[src/rtl/gen_rand_range_draw.sv]
// gen_rand_range_draw: sequential uniform random index generator in [0, z).
// A Galois LFSR supplies draws that are masked to the bit-width of (z-1).
// Draws >= z are rejected and redrawn. After MAX_TRIES draws the last draw is
// folded back into range by a single subtraction (pseudo-modulus fallback).
// Optional macro GEN_RAND_RANGE_STATS_EN adds a saturating rejected-draw
// counter output (o_reject_cnt).
module gen_rand_range_draw #(
    parameter int                DATA_W    = 11,
    parameter int                LFSR_W    = 16,
    parameter logic [LFSR_W-1:0] LFSR_TAPS = 16'hB400,
    parameter logic [LFSR_W-1:0] SEED      = 16'hACE1,
    parameter int                MAX_TRIES = 4
) (
    input  logic              clk,
    input  logic              rstn,
    input  logic              i_seed_load,
    input  logic [LFSR_W-1:0] i_seed,
    input  logic              i_req,
    input  logic [DATA_W-1:0] i_z,
    output logic              o_busy,
    output logic              o_res_valid_pls,
    output logic [DATA_W-1:0] o_res,
    output logic              o_fallback
`ifdef GEN_RAND_RANGE_STATS_EN
    ,
    output logic [15:0]       o_reject_cnt
`endif
);

    localparam int TRY_W = (MAX_TRIES > 1) ? $clog2(MAX_TRIES) : 1;
    localparam logic [TRY_W-1:0] LAST_TRY = TRY_W'(MAX_TRIES - 1);

    typedef enum logic {IDLE = 1'b0, DRAW = 1'b1} state_t;

    state_t              state_reg, state_next;
    logic [LFSR_W-1:0]   lfsr_reg, lfsr_next, lfsr_stepped;
    logic [TRY_W-1:0]    try_cnt_reg, try_cnt_next;
    logic [DATA_W-1:0]   z_reg, z_next;
    logic [DATA_W-1:0]   res_reg, res_next;
    logic                fb_reg, fb_next;
    logic                pls_reg, pls_next;
    logic [DATA_W-1:0]   z_m1;
    logic [DATA_W-1:0]   mask;
    logic [DATA_W-1:0]   cand;
    logic                z_small;

    // One Galois step of the random source.
    assign lfsr_stepped = lfsr_reg[0] ? ((lfsr_reg >> 1) ^ LFSR_TAPS) : (lfsr_reg >> 1);

    // Mask bit i is set when any bit of (z-1) at or above i is set, which
    // yields ones from bit 0 up to the MSB of (z-1).
    assign z_m1 = z_reg - DATA_W'(1);
    generate
        for (genvar gi = 0; gi < DATA_W; gi++) begin : g_mask
            assign mask[gi] = |z_m1[DATA_W-1:gi];
        end
    endgenerate

    assign cand    = lfsr_reg[DATA_W-1:0] & mask;
    assign z_small = (z_reg <= DATA_W'(1));

    // Next-state, LFSR advance and registered-output computation.
    always_comb begin
        state_next   = state_reg;
        lfsr_next    = lfsr_reg;
        try_cnt_next = try_cnt_reg;
        z_next       = z_reg;
        res_next     = res_reg;
        fb_next      = fb_reg;
        pls_next     = 1'b0;
        case (state_reg)
            IDLE: begin
                if (i_req) begin
                    z_next       = i_z;
                    try_cnt_next = '0;
                    state_next   = DRAW;
                end
            end
            DRAW: begin
                if (z_small) begin
                    // Degenerate range: answer 0 without consuming randomness.
                    res_next   = '0;
                    fb_next    = 1'b0;
                    pls_next   = 1'b1;
                    state_next = IDLE;
                end else begin
                    lfsr_next = lfsr_stepped;
                    if (cand < z_reg) begin
                        res_next   = cand;
                        fb_next    = 1'b0;
                        pls_next   = 1'b1;
                        state_next = IDLE;
                    end else if (try_cnt_reg == LAST_TRY) begin
                        // cand < 2*z, so one subtraction lands inside [0, z).
                        res_next   = cand - z_reg;
                        fb_next    = 1'b1;
                        pls_next   = 1'b1;
                        state_next = IDLE;
                    end else begin
                        try_cnt_next = try_cnt_reg + TRY_W'(1);
                    end
                end
            end
            default: state_next = IDLE;
        endcase
        // A seed load wins over the step; a draw in flight continues from it.
        if (i_seed_load) begin
            lfsr_next = (i_seed == '0) ? SEED : i_seed;
        end
    end

    // State and output registers.
    always_ff @(posedge clk or negedge rstn) begin
        if (!rstn) begin
            state_reg   <= IDLE;
            lfsr_reg    <= SEED;
            try_cnt_reg <= '0;
            z_reg       <= '0;
            res_reg     <= '0;
            fb_reg      <= 1'b0;
            pls_reg     <= 1'b0;
        end else begin
            state_reg   <= state_next;
            lfsr_reg    <= lfsr_next;
            try_cnt_reg <= try_cnt_next;
            z_reg       <= z_next;
            res_reg     <= res_next;
            fb_reg      <= fb_next;
            pls_reg     <= pls_next;
        end
    end

    assign o_busy          = (state_reg != IDLE);
    assign o_res_valid_pls = pls_reg;
    assign o_res           = res_reg;
    assign o_fallback      = fb_reg;

`ifdef GEN_RAND_RANGE_STATS_EN
    logic        reject_draw;
    logic [15:0] rej_cnt_reg;

    assign reject_draw = (state_reg == DRAW) && !z_small && !(cand < z_reg);

    // Saturating count of rejected draws, fallback draws included.
    always_ff @(posedge clk or negedge rstn) begin
        if (!rstn) begin
            rej_cnt_reg <= '0;
        end else if (reject_draw && (rej_cnt_reg != 16'hFFFF)) begin
            rej_cnt_reg <= rej_cnt_reg + 16'd1;
        end
    end

    assign o_reject_cnt = rej_cnt_reg;
`endif

endmodule

[config.mk]
export PLATFORM = sky130hd
export DESIGN_NAME = gen_rand_range_draw
export DESIGN_NICKNAME = d
export VERILOG_FILES = /design/src/rtl/gen_rand_range_draw.sv
export SDC_FILE = /design/constraint.sdc
export NUM_CORES = 1
export LEC_CHECK = 0
export BUFFER_PORTS_ARGS = -buffer_cell sky130_fd_sc_hd__buf_2
export CAP_MARGIN = 20
export CORE_MARGIN = 3
export CORE_UTILIZATION = 57
export DETAILED_ROUTE_END_ITERATION = 10
export PLACE_DENSITY = 0.8
export SYNTH_ARGS = -nofsm -noshare
export SYNTH_HDL_FRONTEND = slang
export SYNTH_SLANG_ARGS = --single-unit
export TNS_END_PERCENT = 10
[constraint.sdc]
create_clock -name clk -period 5.13 [get_ports clk]
set_input_delay 1.026 -clock clk [delete_from_list [all_inputs] [get_ports clk]]
set_output_delay 1.026 -clock clk [all_outputs]
set_load 0.03 [all_outputs]
==> implementation parameters, run 1 <==
Parameter                              Value

Status
  Result of the run    finished clean

Setup path
  Largest stage delay on the critical path    660 ps
  Crit path required time    5360 ps
  Family of cells with the greatest summed delay on the critical path    compound AO/OA/AOI/OAI gates
  Cell count along the critical path    15
  Kind of end point of the critical path    register
  Ordered cell list for the critical path    inv_1 > ha_1 > o21ba_1 > nor4_1 > o311a_1 > o21bai_4 > o31ai_2 > inv_1 > ha_1 > nor2b_1 > o31ai_1 > a211o_1 > a211oi_1 > nor3b_1 > a221o_1
  Cell at the slowest stage of the critical path    sky130_fd_sc_hd__a211oi_1
  Capture instance of the worst register-to-register path    o_res[2]
  Crit Reg-Reg Startpoint    z_reg[1]
  Startpoint-to-endpoint class of the critical path    reg -> reg
  Setup slack, reg-to-reg    750 ps
  Arrival time of the worst setup path    4610 ps
  Maximum fanout along the worst path    8
  R2r worst-path depth    15
  Worst setup path endpoint    o_res[2]
  Critical path startpoint    z_reg[1]
  Startpoint type of the worst setup path    register
  Count of buffering cells on the critical path with inverters included    2

STA
  Unrepaired setup endpoints after global routing    no
  Total Neg Setup Slack    0 ps
  Post-route fraction of the period consumed by the critical path    85.29%
  Highest clock frequency the design can meet    228.5 MHz
  Total setup violations reported at the end of the flow    0
  Transition time of the tightest slew-check pin    918.5 ps
  Final worst path period need    4375 ps
  Worst Skew    10.11 ps
  Slew Limit Headroom    38.76%
  Hold_ws    495.6 ps
  Final Hold Violating Endpoints    0
  Number of slew-limit violations in the final report    0

Yosys
  Area share of the largest cell type after synthesis    30.22%
  Leading cell types by count after synthesis    sky130_fd_sc_hd__dfrtp_1 (35), sky130_fd_sc_hd__o21ai_0 (34), sky130_fd_sc_hd__nand2_1 (33)
  Multiplexer share of the synthesized area    1.382%
  Dominant combinational cell family by area after synthesis    compound AO/OA/AOI/OAI gates
  Share of the synthesized area in compound gates (AO/OA/AOI/OAI)    24.57%
  Part of the Yosys area used for sequential elements    37.48%
  Ys flop type    sky130_fd_sc_hd__dfrtp_1
  Asr flop ratio synth    100.0%
  Cell type with the largest total area after synthesis    sky130_fd_sc_hd__dfrtp_1
  YS warnings    0
  Register bit count reported by yosys    43
  Synthesized netlist net count    371
  Dominant cells by area after synthesis    sky130_fd_sc_hd__dfrtp_1 (30%), sky130_fd_sc_hd__dfstp_2 (7.3%), sky130_fd_sc_hd__ha_1 (6.0%)
  Synthesized area per cell    8.916 um2
  Post-synth design cell area    0.002898 mm2
  Post-synthesis share of cell area spent on full adders, half adders and majority gates    6.736%
  Synthesized-area fraction occupied by and/or/nand/nor cells    20.94%
  Post-Synthesis Cells    325
  Xor-xnor portion of the synthesized cell area    4.231%
  Most used standard cell by instance count after synthesis    sky130_fd_sc_hd__dfrtp_1
  Number of enable-type register cells in the synthesized netlist    0
  Library cells used by synthesis    61

Power
  Clk network pwr share    12.9%
  Total net switching power    1.143 mW
  Power Internal    1.267 mW
  Worst IR drop on VDD    0.0003596 V
  Combinational share of power    60.7%
  Leakage power    1.496 nW
  Pwr Density    731.8 mW/mm2
  Fraction of power spent switching nets    47.41%
  Flop pwr share    26.4%

Final layout
  Proportion of layout cells with a drive suffix above 1    20.38%
  Max reg flops    16
  Final design instance area without fill    0.003293 mm2
  Synth-to-layout area growth    13.64%
  Post-layout util    68.36%
  Final Net Count    413
  Antenna cells    0

Floorplanning
  Row cnt    25
  Core footprint    0.004817 mm2
  I/O pin count    45
  Width of the die    77.30 um
  Vertical extent of the die    77.30 um
  Area enclosed by the die boundary    0.005975 mm2
  Starting density of the core    60.16%

Placement
  Count of port buffers added during placement    44
  Routability-driven placement congestion ratio    0.8958
  Placed Instance Area    0.003157 mm2
  Half-perimeter wire length after detailed placement    5356 um

Routing
  Number of detailed-route iterations in the first pass    5
  WL/cell    15.97 um
  Remaining DRCs    0
  Wire length reported by the detailed router    6945 um
  Number of DRC violations after detailed-routing iteration 0    214
  Post-detailed-route via-to-cell ratio    5.869
  Via count    2553
  Remaining antenna violation count after routing    0

Global route
  GRT Total Usage    24.99%
  Wire length of the first global-routing pass    12020 um
  Met2 usage    39.38%
  Global-route met3 utilization    4.695%
  Final global-route overflow total    0
  Largest net degree at the start of global routing    44
  Most heavily used metal layer in global routing    met2
  Vias in the first global route    2442
  GR Layer Usage met1    35.39%
  Antenna violations before repair    0

CTS
  Count of buffers added by post-CTS timing repair for setup    0
  Clock insertion delay at the later pin of the skew report    300 ps
  Clock input transition at the sequential cells of the worst setup and hold paths    90 ps
  Clock tree from TritonCTS    built
  Number of clock buffers inserted by TritonCTS    5
  Post-CTS resize count    0
  Clock H-tree levels    2
  Buffer depth of the longest clock path    2
  CTS Hold Bufs    0
  TritonCTS sink count    43
  Root cell of the clock tree    sky130_fd_sc_hd__clkbuf_8

Run
  Number of max-capacitance violations reported    0

Hold path
  Class of the tightest hold or removal check    reg -> reg
-- cell families (layout without fill, tap and decap cells) --
kind of cell	after synthesis	in the layout
and+or+nand+nor	115	115
AOI/OAI and AO/OA	102	102
xor gates and xnor gates	14	14
muxes	4	4
adders and majority gates	15	15
buffers and inverters	32	75
DFF	43	43
-- per-stage QoR --
step | std cells | setup slack, ps | power [mW]
3_3_place_gp | 427 | 1055 | 2.041
3_5_place_dp | 427 | 938.9 | 2.076
4_1_cts | 435 | 817.2 | 2.398
6_report | 435 | 754.5 | 2.410
2_1_floorplan | 325 | 1340 | 1.756
5_1_grt | 435 | 473.0 | 2.609
-- worst min-delay path by stage --
stage | from | endpoint | cells after the start
3_5_place_dp | lfsr_reg[15] | lfsr_reg[15] | 2
6_report | lfsr_reg[15] | lfsr_reg[15] | 2
4_1_cts | lfsr_reg[15] | lfsr_reg[15] | 2
5_1_grt | lfsr_reg[11] | lfsr_reg[11] | 2
3_3_place_gp | lfsr_reg[11] | lfsr_reg[11] | 2
2_1_floorplan | lfsr_reg[15] | lfsr_reg[15] | 2
-- layout by cell type (no fill, tap or decap), types with 3 or more instances in the layout --
cell type / instances
sky130_fd_sc_hd__buf_2: 44
sky130_fd_sc_hd__dfrtp_1: 35
sky130_fd_sc_hd__o21ai_0: 34
sky130_fd_sc_hd__nand2_1: 33
sky130_fd_sc_hd__nor2_1: 23
sky130_fd_sc_hd__inv_1: 20
sky130_fd_sc_hd__a21oi_1: 15
sky130_fd_sc_hd__ha_1: 14
sky130_fd_sc_hd__xnor2_1: 10
sky130_fd_sc_hd__nand3_1: 9
sky130_fd_sc_hd__nor3_1: 8
sky130_fd_sc_hd__a221o_1: 8
sky130_fd_sc_hd__dfstp_2: 8
sky130_fd_sc_hd__nor2b_1: 7
sky130_fd_sc_hd__o21a_1: 7
sky130_fd_sc_hd__and3_1: 6
sky130_fd_sc_hd__nor4_1: 5
sky130_fd_sc_hd__nand4_1: 5
sky130_fd_sc_hd__clkbuf_8: 5
sky130_fd_sc_hd__o31a_1: 4
sky130_fd_sc_hd__a211oi_1: 4
sky130_fd_sc_hd__xor2_1: 4
sky130_fd_sc_hd__mux2i_1: 4
sky130_fd_sc_hd__o31ai_1: 3
sky130_fd_sc_hd__a21o_1: 3
-- tightest hold or removal path, cell delays in order (launching register included) --
cell	delay, ps
sky130_fd_sc_hd__dfstp_2	380
sky130_fd_sc_hd__nand2_1	40
sky130_fd_sc_hd__o21ai_0	70
-- power groups by stage --
stage          Clock, mW  Combinational (mW)  Sequential (mW)
6_report           0.310                1.46            0.637
5_1_grt            0.331                1.62            0.657
4_1_cts            0.314                1.45            0.634
3_5_place_dp           0                1.44            0.639
3_3_place_gp           0                1.41            0.632
2_1_floorplan          0                1.07            0.684
-- metal layers --
metal / vias up / routed length, um
met2: 81 / 3198
met3: 11 / 361
met4: 0 / 116
met1: 1196 / 3268
met5: - / 0
li1: 1265 / -
-- cell type report --
class                           count  area, um2
Clock inverter                      3      67.56
Fill cell                         422       1524
Multi-Input combinational cell    250       1677
Sequential cell                    43       1086
Inverter                           22      82.58
Timing Repair Buffer               45      227.7
Tap cell                           67      83.83
Clock buffer                        5      68.82
Note: power is estimated with default switching activity, not from simulation.
==> inputs of run 2 (changes only) <==
--- a/config.mk
+++ b/config.mk
@@ -8,9 +8,10 @@
 export BUFFER_PORTS_ARGS = -buffer_cell sky130_fd_sc_hd__buf_2
 export CAP_MARGIN = 20
 export CORE_MARGIN = 3
-export CORE_UTILIZATION = 57
+export CORE_UTILIZATION = 59
+export CTS_BUF_LIST = sky130_fd_sc_hd__clkbuf_4 sky130_fd_sc_hd__clkbuf_8
 export DETAILED_ROUTE_END_ITERATION = 10
-export PLACE_DENSITY = 0.8
+export PLACE_DENSITY = 0.82
 export SYNTH_ARGS = -nofsm -noshare
 export SYNTH_HDL_FRONTEND = slang
 export SYNTH_SLANG_ARGS = --single-unit
==> run 2 against run 1 <==
  * Register-to-register slack better by 30 ps
  * Largest cell class unchanged
  * Count of clock-buffer cells in the layout is 1 higher
  * Global-route usage is 0.75 points lower
  * Clock power is 29% lower
  * Non-clock buffer count stayed put
  * Combinational power hardly changed
  * Design area is 1.5% lower
  * Via count is 1.1% higher
  * Critical path type unchanged
  * First-iteration DRC count is 5.6% lower
  * Final cell count is 0.46% lower
  * Wire length is 2.3% lower
==> implementation parameters, run 2 (synthesized netlist as in run 1, its figures left out) <==
Parameter                              Value

Routing
  Post-detailed-route via-to-cell ratio    5.958 (was 5.869)
  Remaining DRCs    0 (unchanged)
  Number of DRC violations after detailed-routing iteration 0    202 (was 214)
  Number of detailed-route iterations in the first pass    5 (unchanged)
  Wire length reported by the detailed router    6782 um (was 6945 um)
  WL/cell    15.66 um (was 15.97 um)
  Via count    2580 (was 2553)
  Remaining antenna violation count after routing    0 (unchanged)

CTS
  Clock input transition at the sequential cells of the worst setup and hold paths    80 ps (was 90 ps)
  Count of buffers added by post-CTS timing repair for setup    0 (unchanged)
  Buffer depth of the longest clock path    2 (unchanged)
  Clock tree from TritonCTS    built (unchanged)
  Root cell of the clock tree    sky130_fd_sc_hd__clkbuf_8 (unchanged)
  Post-CTS resize count    0 (unchanged)
  CTS Hold Bufs    0 (unchanged)
  Number of clock buffers inserted by TritonCTS    5 (unchanged)
  Clock insertion delay at the later pin of the skew report    300 ps (about the same)
  TritonCTS sink count    43 (unchanged)
  Clock H-tree levels    2 (unchanged)

Floorplanning
  I/O pin count    45 (unchanged)
  Starting density of the core    63.91% (was 60.16%)
  Area enclosed by the die boundary    0.005788 mm2 (was 0.005975 mm2)
  Core footprint    0.004534 mm2 (was 0.004817 mm2)
  Width of the die    76.08 um (was 77.30 um)
  Vertical extent of the die    76.08 um (was 77.30 um)
  Row cnt    24 (was 25)

Setup path
  Kind of end point of the critical path    register (unchanged)
  Startpoint type of the worst setup path    register (unchanged)
  Setup slack, reg-to-reg    790 ps (was 750 ps)
  R2r worst-path depth    15 (unchanged)
  Capture instance of the worst register-to-register path    o_res[2] (unchanged)
  Crit Reg-Reg Startpoint    z_reg[1] (unchanged)
  Arrival time of the worst setup path    4580 ps (was 4610 ps)
  Maximum fanout along the worst path    8 (unchanged)
  Startpoint-to-endpoint class of the critical path    reg -> reg (unchanged)
  Crit path required time    5370 ps (was 5360 ps)

Final layout
  Final Net Count    413 (unchanged)
  Most frequent standard cell in the layout excluding fill and tap cells    sky130_fd_sc_hd__buf_2 (unchanged)
  Synth-to-layout area growth    11.92% (was 13.64%)
  Post-layout util    71.52% (was 68.36%)
  Antenna cells    0 (unchanged)
  Final cell count without fillers    433 (was 435)
  Proportion of layout cells with a drive suffix above 1    20.38% (unchanged)
  Max reg flops    16 (unchanged)
  Final-layout fill cell count    373 (was 422)
  Final design instance area without fill    0.003243 mm2 (was 0.003293 mm2)
  Highest-count cells in the layout ignoring fill and taps    sky130_fd_sc_hd__buf_2 (44), sky130_fd_sc_hd__dfrtp_1 (35), sky130_fd_sc_hd__o21ai_0 (34) (unchanged)

Hold path
  Class of the tightest hold or removal check    reg -> reg (unchanged)
  Hold path start    lfsr_reg[15] (unchanged)
  Hold EP    lfsr_reg[15] (unchanged)
  Cell depth of the worst hold path    2 (unchanged)

STA
  Slew Limit Headroom    39.19% (was 38.76%)
  Hold_ws    491.1 ps (was 495.6 ps)
  Transition time of the tightest slew-check pin    912.1 ps (was 918.5 ps)
  Worst Skew    7.963 ps (was 10.11 ps)
  Highest clock frequency the design can meet    230.3 MHz (was 228.5 MHz)
  Unrepaired setup endpoints after global routing    no (unchanged)
  Post-route fraction of the period consumed by the critical path    84.64% (was 85.29%)
  Final worst path period need    4342 ps (was 4375 ps)
  Final Hold Violating Endpoints    0 (unchanged)
  Number of slew-limit violations in the final report    0 (unchanged)
  Total setup violations reported at the end of the flow    0 (unchanged)
  Total Neg Setup Slack    0 ps (unchanged)

Global route
  Largest net degree at the start of global routing    44 (unchanged)
  Wire length of the first global-routing pass    11500 um (was 12020 um)
  GRT Total Usage    24.23% (was 24.99%)
  Vias in the first global route    2348 (was 2442)
  Final global-route overflow total    0 (unchanged)
  Antenna violations before repair    0 (unchanged)

Status
  Result of the run    finished clean (unchanged)

Placement
  Placed Instance Area    0.003154 mm2 (was 0.003157 mm2)
  Count of port buffers added during placement    44 (unchanged)
  Routability-driven placement congestion ratio    0.9836 (was 0.8958)
  Half-perimeter wire length after detailed placement    5147 um (was 5356 um)
  Cell count after placement    425 (was 427)

Power
  Pwr Density    713.7 mW/mm2 (was 731.8 mW/mm2)
  Leakage power    1.476 nW (was 1.496 nW)
  Worst IR drop on VDD    0.0003639 V (was 0.0003596 V)

Run
  Number of max-capacitance violations reported    0 (unchanged)
-- run 2: cell count changes in the layout (fill, tap and decap cells not counted) --
cell                        previous run  this run
sky130_fd_sc_hd__clkbuf_4              0         1
sky130_fd_sc_hd__clkinv_2              0         1
sky130_fd_sc_hd__bufinv_16             2         0
-- run 2: routing by layer --
| metal | vias up | global-route usage [%] | part of all wire (%) |
|---|---|---|---|
| met2 | 97 | 35.99 | 45 |
| li1 | 1267 | - | - |
| met5 | - | 0 | 0 |
| met4 | 0 | 8.333 | 1.7 |
| met1 | 1205 | 35.23 | 47 |
| met3 | 11 | 4.965 | 6.3 |
-- run 2: layout make-up --
type                       count  area [um2]  area share, %
clock buffer                   6       76.32          2.353
clock inverter                 2       12.51         0.3858
inverter                      22       82.58          2.546
multi-input combinational    250        1677          51.70
sequential                    43        1086          33.49
tap                           65       81.33          2.508
timing repair buffer          45       227.7          7.022
-- run 2: stage by stage --
step | setup WS (ps) | total power [mW]
5_1_grt | 456.6 | 2.506
6_report | 788.1 | 2.315
2_1_floorplan | 1340 | 1.756
4_1_cts | 858.0 | 2.291
3_5_place_dp | 897.2 | 2.063
3_3_place_gp | 1063 | 2.030
-- run 2: how the worst max path moves through the flow --
stage                     endpoint  startpoint  slack (ps)
final                     o_res[2]    z_reg[1]         790
after global routing      o_res[2]    z_reg[1]         460
after CTS                 o_res[2]    z_reg[1]         860
after detailed placement  o_res[2]    z_reg[1]         900
after global placement    o_res[2]    z_reg[1]        1060
after floorplan           o_res[3]    z_reg[1]        1340
-- run 2: critical path, cell delays in order (launching register included) --
cell	delay, ps
sky130_fd_sc_hd__dfrtp_1	480
sky130_fd_sc_hd__inv_1	150
sky130_fd_sc_hd__ha_1	280
sky130_fd_sc_hd__o21ba_1	290
sky130_fd_sc_hd__nor4_1	60
sky130_fd_sc_hd__o311a_1	330
sky130_fd_sc_hd__o21bai_4	230
sky130_fd_sc_hd__o31ai_2	400
sky130_fd_sc_hd__inv_1	80
sky130_fd_sc_hd__ha_1	270
sky130_fd_sc_hd__nor2b_1	160
sky130_fd_sc_hd__o31ai_1	140
sky130_fd_sc_hd__a211o_1	360
sky130_fd_sc_hd__a211oi_1	650
sky130_fd_sc_hd__nor3b_1	270
sky130_fd_sc_hd__a221o_1	140
-- run 2: where the power goes --
group          internal (mW)  switching [mW]
logic                  0.585           0.877
clock network          0.101           0.120
registers              0.488           0.145
==> inputs of run 3 (changes only) <==
==> constraint.sdc (replaced) <==
create_clock -name clk -period 4.4 [get_ports clk]
set_input_delay 0.88 -clock clk [delete_from_list [all_inputs] [get_ports clk]]
set_output_delay 0.88 -clock clk [all_outputs]
set_load 0.03 [all_outputs]
==> run 3 against run 2 <==
  * Non-clock buffer count stayed put
  * Count of clock-buffer cells in the layout stayed put
  * Via count is 1.5% higher
  * Critical endpoint unchanged
  * Largest power group unchanged
  * Global-route usage is 0.20 points lower
  * Final cell count stayed put
  * Utilization is 0.36 points higher
  * Critical path depth stayed put
==> implementation parameters, run 3 (synthesized netlist as in run 1, its figures left out) <==
Parameter                              Value

Status
  Result of the run    finished clean (unchanged)

Global route
  Wire length of the first global-routing pass    11450 um (was 11500 um)
  Final global-route overflow total    0 (unchanged)
  Largest net degree at the start of global routing    44 (unchanged)
  GRT Total Usage    24.03% (was 24.23%)
  Vias in the first global route    2433 (was 2348)
  Antenna violations before repair    0 (unchanged)

Final layout
  Synth-to-layout area growth    12.48% (was 11.92%)
  Highest-count cells in the layout ignoring fill and taps    sky130_fd_sc_hd__buf_2 (44), sky130_fd_sc_hd__o21ai_0 (34), sky130_fd_sc_hd__dfrtp_1 (34) (was sky130_fd_sc_hd__buf_2 (44), sky130_fd_sc_hd__dfrtp_1 (35), sky130_fd_sc_hd__o21ai_0 (34))
  Max reg flops    16 (unchanged)
  Proportion of layout cells with a drive suffix above 1    21.47% (was 20.38%)
  Final Net Count    413 (unchanged)
  Most frequent standard cell in the layout excluding fill and tap cells    sky130_fd_sc_hd__buf_2 (unchanged)
  Antenna cells    0 (unchanged)
  Final-layout fill cell count    373 (unchanged)
  Final cell count without fillers    433 (unchanged)

Power
  Worst IR drop on VDD    0.0003928 V (was 0.0003639 V)
  Total net switching power    1.335 mW (was 1.141 mW)
  Leakage power    1.477 nW (was 1.476 nW)
  Flop pwr share    27.2% (was 27.3%)
  Power Internal    1.378 mW (was 1.173 mW)
  Fraction of power spent switching nets    49.20% (was 49.32%)
  Pwr Density    832.3 mW/mm2 (was 713.7 mW/mm2)
  Combinational share of power    63.3% (was 63.1%)
  Clk network pwr share    9.4% (was 9.5%)

STA
  Post-route fraction of the period consumed by the critical path    94.43% (was 84.64%)
  Number of slew-limit violations in the final report    0 (unchanged)
  Slew Limit Headroom    38.26% (was 39.19%)
  Unrepaired setup endpoints after global routing    no (unchanged)
  Highest clock frequency the design can meet    240.7 MHz (was 230.3 MHz)
  Total Neg Setup Slack    0 ps (unchanged)
  Final Hold Violating Endpoints    0 (unchanged)
  Transition time of the tightest slew-check pin    926.1 ps (was 912.1 ps)
  Worst Skew    9.241 ps (was 7.963 ps)
  Final worst path period need    4155 ps (was 4342 ps)
  Total setup violations reported at the end of the flow    0 (unchanged)

Floorplanning
  Vertical extent of the die    76.08 um (unchanged)
  Core footprint    0.004534 mm2 (unchanged)
  Starting density of the core    63.91% (unchanged)
  Area enclosed by the die boundary    0.005788 mm2 (unchanged)
  Row cnt    24 (unchanged)
  Width of the die    76.08 um (unchanged)
  I/O pin count    45 (unchanged)

Setup path
  Kind of end point of the critical path    register (unchanged)
  Ordered cell list for the critical path    inv_1 > ha_1 > o21ba_1 > nor4_1 > o311a_1 > o21bai_4 > o31ai_2 > inv_1 > ha_1 > nor2b_1 > o31ai_2 > a211o_1 > a211oi_2 > nor3b_1 > a221o_1 (was inv_1 > ha_1 > o21ba_1 > nor4_1 > o311a_1 > o21bai_4 > o31ai_2 > inv_1 > ha_1 > nor2b_1 > o31ai_1 > a211o_1 > a211oi_1 > nor3b_1 > a221o_1)
  Arrival time of the worst setup path    4390 ps (was 4580 ps)
  Cell at the slowest stage of the critical path    sky130_fd_sc_hd__dfrtp_1 (was sky130_fd_sc_hd__a211oi_1)
  Startpoint-to-endpoint class of the critical path    reg -> reg (unchanged)
  Largest stage delay on the critical path    500 ps (was 650 ps)
  Crit path required time    4640 ps (was 5370 ps)
  Startpoint type of the worst setup path    register (unchanged)
  Maximum fanout along the worst path    8 (unchanged)

Routing
  Number of detailed-route iterations in the first pass    5 (unchanged)
  Remaining DRCs    0 (unchanged)
  Via count    2618 (was 2580)
  Wire length reported by the detailed router    6849 um (was 6782 um)
  WL/cell    15.82 um (was 15.66 um)
  Remaining antenna violation count after routing    0 (unchanged)
  Post-detailed-route via-to-cell ratio    6.046 (was 5.958)
  Number of DRC violations after detailed-routing iteration 0    223 (was 202)

CTS
  Count of buffers added by post-CTS timing repair for setup    0 (unchanged)
  Clock tree from TritonCTS    built (unchanged)
  Post-CTS resize count    0 (unchanged)
  Clock insertion delay at the later pin of the skew report    300 ps (about the same)
  Clock H-tree levels    2 (unchanged)
  Buffer depth of the longest clock path    2 (unchanged)
  Clock input transition at the sequential cells of the worst setup and hold paths    90 ps (was 80 ps)
  CTS Hold Bufs    0 (unchanged)
  TritonCTS sink count    43 (unchanged)
  Number of clock buffers inserted by TritonCTS    5 (unchanged)
  Root cell of the clock tree    sky130_fd_sc_hd__clkbuf_8 (unchanged)

Placement
  Count of port buffers added during placement    44 (unchanged)
  Cell count after placement    425 (unchanged)
  Half-perimeter wire length after detailed placement    5182 um (was 5147 um)
  Routability-driven placement congestion ratio    0.9913 (was 0.9836)

Hold path
  Class of the tightest hold or removal check    reg -> reg (unchanged)

Run
  Number of max-capacitance violations reported    0 (unchanged)
## run 3: changes by cell type in the layout (fill, tap and decap cells not counted)
cell / delta
sky130_fd_sc_hd__a211oi_1: -2
sky130_fd_sc_hd__a211oi_2: +2
sky130_fd_sc_hd__dfrtp_1: -1
sky130_fd_sc_hd__dfrtp_2: +1
sky130_fd_sc_hd__o31ai_1: -1
sky130_fd_sc_hd__o31ai_2: +1
## run 3: final cells by class
class / instances / area (um2) / area share (%)
multi-input combinational: 250 / 1692 / 51.90
sequential: 43 / 1087 / 33.36
timing repair buffer: 45 / 227.7 / 6.987
inverter: 22 / 82.58 / 2.534
tap: 65 / 81.33 / 2.495
clock buffer: 6 / 76.32 / 2.342
clock inverter: 2 / 12.51 / 0.3839
## run 3: worst max-delay path: cells and delay by family (launching register included)
family                     cells  cell delay (ps)
AOI/OAI and AO/OA              8             2290
adders and majority gates      2              570
and+or+nand+nor                3              560
DFF                            1              500
buffers and inverters          2              180
## run 3: power by group through the flow
stage | clock, mW | combinational [mW] | sequential, mW
2_1_floorplan | 0 | 1.25 | 0.797
3_3_place_gp | 0 | 1.63 | 0.735
3_5_place_dp | 0 | 1.67 | 0.743
4_1_cts | 0.259 | 1.68 | 0.737
5_1_grt | 0.278 | 1.90 | 0.762
6_report | 0.256 | 1.72 | 0.739
## run 3: layer usage
metal | part of all wire [%] | GRT usage [%] | wire, um
met5 | 0 | 0 | 0
met4 | 1.7 | 7.609 | 119
met3 | 7.2 | 5.319 | 493
met2 | 45 | 36.97 | 3104
met1 | 46 | 33.86 | 3132
## run 3: per-stage QoR
stage / setup slack [ps] / total power, mW / cell area, um2 / hold WS, ps / utilization (%)
after floorplan: 609.6 / 2.047 / 2898 / 457.9 / -
after global placement: 335.8 / 2.370 / 3154 / 473.4 / 69.56
after detailed placement: 84.54 / 2.409 / 3154 / 481.9 / 69.56
after CTS: 51.61 / 2.674 / 3243 / 494.1 / 71.52
after global routing: 40.86 / 2.935 / 3259 / 519.6 / 71.88
final: 245.0 / 2.713 / 3259 / 494.3 / 71.88
## run 3: path summary, 6_finish.rpt
path,from,depth (start not counted),end,slack [ps]
setup reg to reg,z_reg[0],15,o_res[2],250
min in group asynchronous,rstn,1,o_res[9],720
max in group asynchronous,rstn,1,z_reg[1],3060
hold reg to reg,lfsr_reg[15],2,lfsr_reg[15],490
hold / removal,lfsr_reg[15],2,lfsr_reg[15],490
setup / recovery,z_reg[0],15,o_res[2],250
